[src/rtl/shift_seq_pkg.sv]
// Shared encodings and defaults for the shift-register command sequencer.
package shift_seq_pkg;

  localparam int unsigned DefWidth = 64;
  localparam int unsigned DefCntW  = 7;

  typedef enum logic [1:0] {
    OP_LOAD = 2'b00,
    OP_SHL  = 2'b01,
    OP_SHR  = 2'b10,
    OP_RSVD = 2'b11
  } op_e;

  typedef enum logic [1:0] {
    StIdle,
    StLoad,
    StShift,
    StDone
  } state_e;

endpackage

[src/rtl/shift_sequencer.sv]
// Command-driven sequencer that drives the load/shift pins of a downstream shift register
// one cycle at a time and reports completion with a done/done_err pulse.
module shift_sequencer
  import shift_seq_pkg::*;
#(
  parameter int unsigned WIDTH = DefWidth,
  parameter int unsigned CNT_W = DefCntW
) (
  input  logic             clk,
  input  logic             rst_n,
  input  logic             cmd_valid,
  output logic             cmd_ready,
  input  logic [1:0]       cmd_op,
  input  logic [CNT_W-1:0] cmd_len,
  input  logic [WIDTH-1:0] cmd_data,
  input  logic             abort,
  output logic             load_en,
  output logic             shift_en,
  output logic             shift_dir,
  output logic             serial_in,
  output logic [WIDTH-1:0] data_in,
  output logic             busy,
  output logic             done,
  output logic             done_err,
  output logic [CNT_W-1:0] bits_left
);

  localparam logic [CNT_W-1:0] WidthCnt = CNT_W'(WIDTH);

  state_e           state_q, state_d;
  logic             err_q, err_d;
  logic             dir_q, dir_d;
  logic [WIDTH-1:0] data_q, data_d;
  logic [WIDTH-1:0] buf_q, buf_d;
  logic [CNT_W-1:0] cnt_q, cnt_d;
  logic [CNT_W-1:0] eff_len;
  op_e              op;

  assign op      = op_e'(cmd_op);
  assign eff_len = (cmd_len > WidthCnt) ? WidthCnt : cmd_len;

  always_ff @(posedge clk or negedge rst_n) begin
    if (!rst_n) begin
      state_q <= StIdle;
      err_q   <= 1'b0;
      dir_q   <= 1'b0;
      data_q  <= '0;
      buf_q   <= '0;
      cnt_q   <= '0;
    end else begin
      state_q <= state_d;
      err_q   <= err_d;
      dir_q   <= dir_d;
      data_q  <= data_d;
      buf_q   <= buf_d;
      cnt_q   <= cnt_d;
    end
  end

  always_comb begin
    state_d = state_q;
    unique case (state_q)
      StIdle: begin
        if (cmd_valid) begin
          unique case (op)
            OP_LOAD:        state_d = StLoad;
            OP_SHL, OP_SHR: state_d = (eff_len != '0) ? StShift : StDone;
            OP_RSVD:        state_d = StDone;
          endcase
        end
      end
      StLoad:  state_d = StDone;
      // The current shift still completes when aborted; only the continuation is dropped.
      StShift: if (abort || cnt_q == CNT_W'(1)) state_d = StDone;
      StDone:  state_d = StIdle;
    endcase
  end

  always_comb begin
    err_d  = err_q;
    dir_d  = dir_q;
    data_d = data_q;
    buf_d  = buf_q;
    cnt_d  = cnt_q;
    if (state_q == StIdle && cmd_valid) begin
      unique case (op)
        OP_LOAD: begin
          data_d = cmd_data;
          err_d  = 1'b0;
        end
        OP_SHL, OP_SHR: begin
          dir_d = cmd_op[1];
          buf_d = cmd_data;
          cnt_d = eff_len;
          err_d = 1'b0;
        end
        OP_RSVD: err_d = 1'b1;
      endcase
    end else if (state_q == StShift) begin
      buf_d = buf_q >> 1;
      cnt_d = cnt_q - CNT_W'(1);
      if (abort) err_d = 1'b1;
    end
  end

  always_comb begin
    cmd_ready = (state_q == StIdle);
    busy      = (state_q != StIdle);
    load_en   = (state_q == StLoad);
    shift_en  = (state_q == StShift);
    serial_in = (state_q == StShift) & buf_q[0];
    done      = (state_q == StDone);
    done_err  = (state_q == StDone) & err_q;
    shift_dir = dir_q;
    data_in   = data_q;
    bits_left = cnt_q;
  end

endmodule

[config.mk]
export PLATFORM = sky130hd
export DESIGN_NAME = shift_sequencer
export DESIGN_NICKNAME = d
export VERILOG_FILES = /design/src/rtl/shift_seq_pkg.sv /design/src/rtl/shift_sequencer.sv
export SDC_FILE = /design/constraint.sdc
export NUM_CORES = 1
export LEC_CHECK = 0
export ABC_AREA = 1
export CORE_MARGIN = 5
export CORE_UTILIZATION = 53
export CTS_CLUSTER_DIAMETER = 40
export DETAILED_ROUTE_END_ITERATION = 8
export PLACE_DENSITY = 0.86
export SKIP_CTS_REPAIR_TIMING = 1
export SYNTH_ARGS = -nofsm -noshare
export SYNTH_HDL_FRONTEND = slang
export SYNTH_SLANG_ARGS = --single-unit
[constraint.sdc]
create_clock -name clk -period 3.7 [get_ports clk]
set_input_delay 1.11 -clock clk [delete_from_list [all_inputs] [get_ports clk]]
set_output_delay 1.11 -clock clk [all_outputs]
set_load 0.05 [all_outputs]
==> impl_summary.txt <==
----------------------------------------------------
[Outcome]
  Result of the run ... completed

[Pwr]
  Areal power density over the cells ... roughly 1100 mW/mm^2
  Worst voltage drop across the vdd grid ... roughly 0.73 mV
  Leakage power ... 3.74 nW

[Worst setup path]
  Nature of the critical path endpoint ... output port
  Worst setup SP type ... register
  CP Class ... reg -> out
  Worst-path maximum fanout ... 5
  Launching point of the worst reg2reg path ... state_q[1]
  Reg2Reg Capture Point ... data_in[22]
  Cells on worst reg2reg path ... 7
  Worst setup slack for register-to-register paths ... 1.75 ns
  Worst Path Arrival ... approximately 2.1 ns
  Worst endpoint required time ... ~2.6 ns

[GRT]
  First-pass GRT wire length ... 24900 um
  Largest net degree at the start of global routing ... 74
  Via count of the first global-routing pass ... about 5300
  Aggregate global routing overflow ... 0
  Initial antenna violation count ... 0
  Total routing resource utilization after global routing ... 23.2%

[Die]
  Initial Util ... 53.6%
  Core area ... 0.0114 mm^2
  Cell Rows ... 39
  Die extent in y ... roughly 120 um
  I/O pin total ... about 160
  Die Span X ... 117 um
  Die Footprint ... ~0.014 mm^2

[CTS]
  Max Root-Sink Buffers ... 2
  Worst-Skew Late Latency ... 0.42 ns
  Number of clock buffers inserted by TritonCTS ... 17
  Library cell used as clock root buffer ... clkbuf_16
  Clock slew seen by the registers of the worst setup and hold paths ... 0.06 ns
  TritonCTS clock tree ... done
  Sinks on Clock Net ... around 140
  Count of H-tree levels built during CTS ... 4

[Finish]
  Post-layout nets ... 845
  FILL cells ... 787
  Ratio of cells with drive above 1 in the final layout ... under 10%
  Post-route cell area ... roughly 0.0083 mm^2
  Antenna diodes ... 0
  Area growth from synthesis to final layout ... 36.8%
  Final std cells w/o fill ... between 900 and 1000

[Drt]
  Final wirelength ... around 15000 um
  Residual DRC count ... 0
  Total via count after detailed routing ... 4956
  Mean routed wirelength per cell ... roughly 16 um
  Iter 0 DRT Violations ... roughly 370
  First-pass iteration count of the detailed router ... 5
  Routed via count divided by cell count ... 5.42
  Remaining antenna violation count ... 0

[Timing]
  Setup skew after layout ... roughly 0.0055 ns
  Unrepaired setup endpoints after global routing ... false
  Slew at the pin closest to its max-slew limit ... about 0.62 ns
  Remaining max-slew budget at the tightest pin ... 58.8%
  Max-slew violation count ... 0
  Max Clk Rate ... 309 MHz
  Fin crit period ... 3.24 ns
  TNS Setup ... 0 ns
  Final period utilization ... 87.4%
  Number of setup violations in the final report ... 0
  Total count of hold-check failures in the final report ... 0

[Synthesis]
  Number of register bits inferred by synthesis ... 139
  Post-Syn Area ... 0.00610 mm^2
  Net count after synthesis ... 697
  Count of mapped cells out of synthesis ... 611
  Number of warning messages in the yosys log ... 0
  Count of cell types in the netlist ... 25
  Share of synthesized area occupied by flip-flops and latches ... a little under three fifths
  Post-synthesis area per instance ... approximately 10 um^2

[Hold path]
  End point of the worst hold path ... data_in[20]
  Worst min-delay path class ... reg -> reg
  Origin of the worst min-delay path ... data_in[20]
  Worst hold path stage count ... 1

[Placement]
  Placed Cells ... 883
  Detailed Place HPWL ... 10400 um
  Placement Cell Area ... 0.00774 mm^2
  I/O Buffers ... 155
  Final estimated routing congestion in global placement ... between 0.8 and 0.9

[Run]
  Max Cap Viol ... 0

----------------------------------------------------
state kept, by name (all words and copies together), names as in the netlist:
name,cells
shift_dir,1
buf_q,64
data_in,64
state_q,2
err_q,1
bits_left,7
area by class of cell:
| class | instances | area [um^2] | area share (%) |
|---|---|---|---|
| Sequential cell | 139 | 3480 | 41.7 |
| Multi-Input combinational cell | 417 | 2350 | 28.1 |
| Timing Repair Buffer | 165 | 1670 | 20.0 |
| Clock buffer | 17 | 425 | 5.10 |
| Tap cell | 143 | 179 | 2.14 |
| Clock inverter | 15 | 176 | 2.11 |
| Inverter | 19 | 71.3 | 0.855 |
cells in the final DEF (no fill, tap or decap), drive strengths merged:
cell / instances
a211oi: 1
a21oi: 6
a22oi: 1
a31oi: 63
and2: 1
buf: 11
bufinv: 3
clkbuf: 17
clkdlybuf4s50: 154
clkinv: 6
clkinvlp: 6
dfrtp: 139
ha: 9
inv: 19
mux2: 63
nand2: 167
nand3: 11
nand3b: 1
nand4: 2
nor2: 80
nor3: 2
o21ai: 8
or2: 2
routing by layer:
layer | global-route usage (%) | part of all wire, % | vias to the layer above
met5 | 0 | 0 | -
met4 | 7.95 | 1.9 | 0
met3 | 5.81 | 5.2 | 26
met2 | 40.1 | 53 | 144
met1 | 28.3 | 39 | 2447
li1 | - | - | 2339
per-stage QoR:
step | worst slack (ns) | total power [mW] | utilization, % | hold slack [ns]
finish | 0.465 | 8.78 | 73.4 | 0.489
global route | 0.373 | 9.32 | 73.4 | 0.497
CTS | 0.442 | 8.85 | 73.4 | 0.493
detailed placement | 0.784 | 7.08 | 68.1 | 0.479
global placement | 0.825 | 6.91 | 68.1 | 0.473
floorplan | 1.18 | 5.66 | - | 0.453
worst max path at each step:
stage,from,to,slack (ns),depth (start not counted)
2_1_floorplan,state_q[0],serial_in,1.18,4
6_report,state_q[0],serial_in,0.46,5
3_3_place_gp,cmd_op[1],bits_left[6],0.82,10
3_5_place_dp,cmd_op[1],bits_left[6],0.78,10
4_1_cts,state_q[0],serial_in,0.44,5
5_1_grt,state_q[0],serial_in,0.37,5
cell usage after synthesis, drive strengths merged:
master,number,area [um^2]
nand2,167,634
dfrtp,139,3480
nor2,80,300
a31oi,63,394
mux2,63,709
buf,29,184
inv,19,71.3
nand3,11,55.1
ha,9,113
o21ai,8,40.0
clkbuf,7,26.3
a21oi,6,30.0
nand4,2,12.5
nor3,2,10.0
or2,2,12.5
a211oi,1,7.51
a22oi,1,7.51
and2,1,6.26
nand3b,1,7.51
cells by family after synthesis:
family	after synthesis	synth area share [%]
compound gates	79	7.86
buf+inv	55	4.62
simple gates	266	17.0
mux	63	11.6
fa+ha+maj	9	1.85
flops	139	57.0
worst max-delay path, cell delays in order, from the launching register on:
cell,delay [ns]
dfrtp_1,0.41
inv_1,0.10
ha_1,0.25
nand2_1,0.09
inv_1,0.06
clkdlybuf4s50_1,0.80
power breakdown:
part / switching, mW / internal (mW) / total, mW
registers: 0.429 / 2.26 / 2.69
clock network: 0.656 / 1.06 / 1.71
logic: 2.84 / 1.54 / 4.38
total: 3.93 / 4.85 / 8.78
Power figures use the tool's default switching activity.
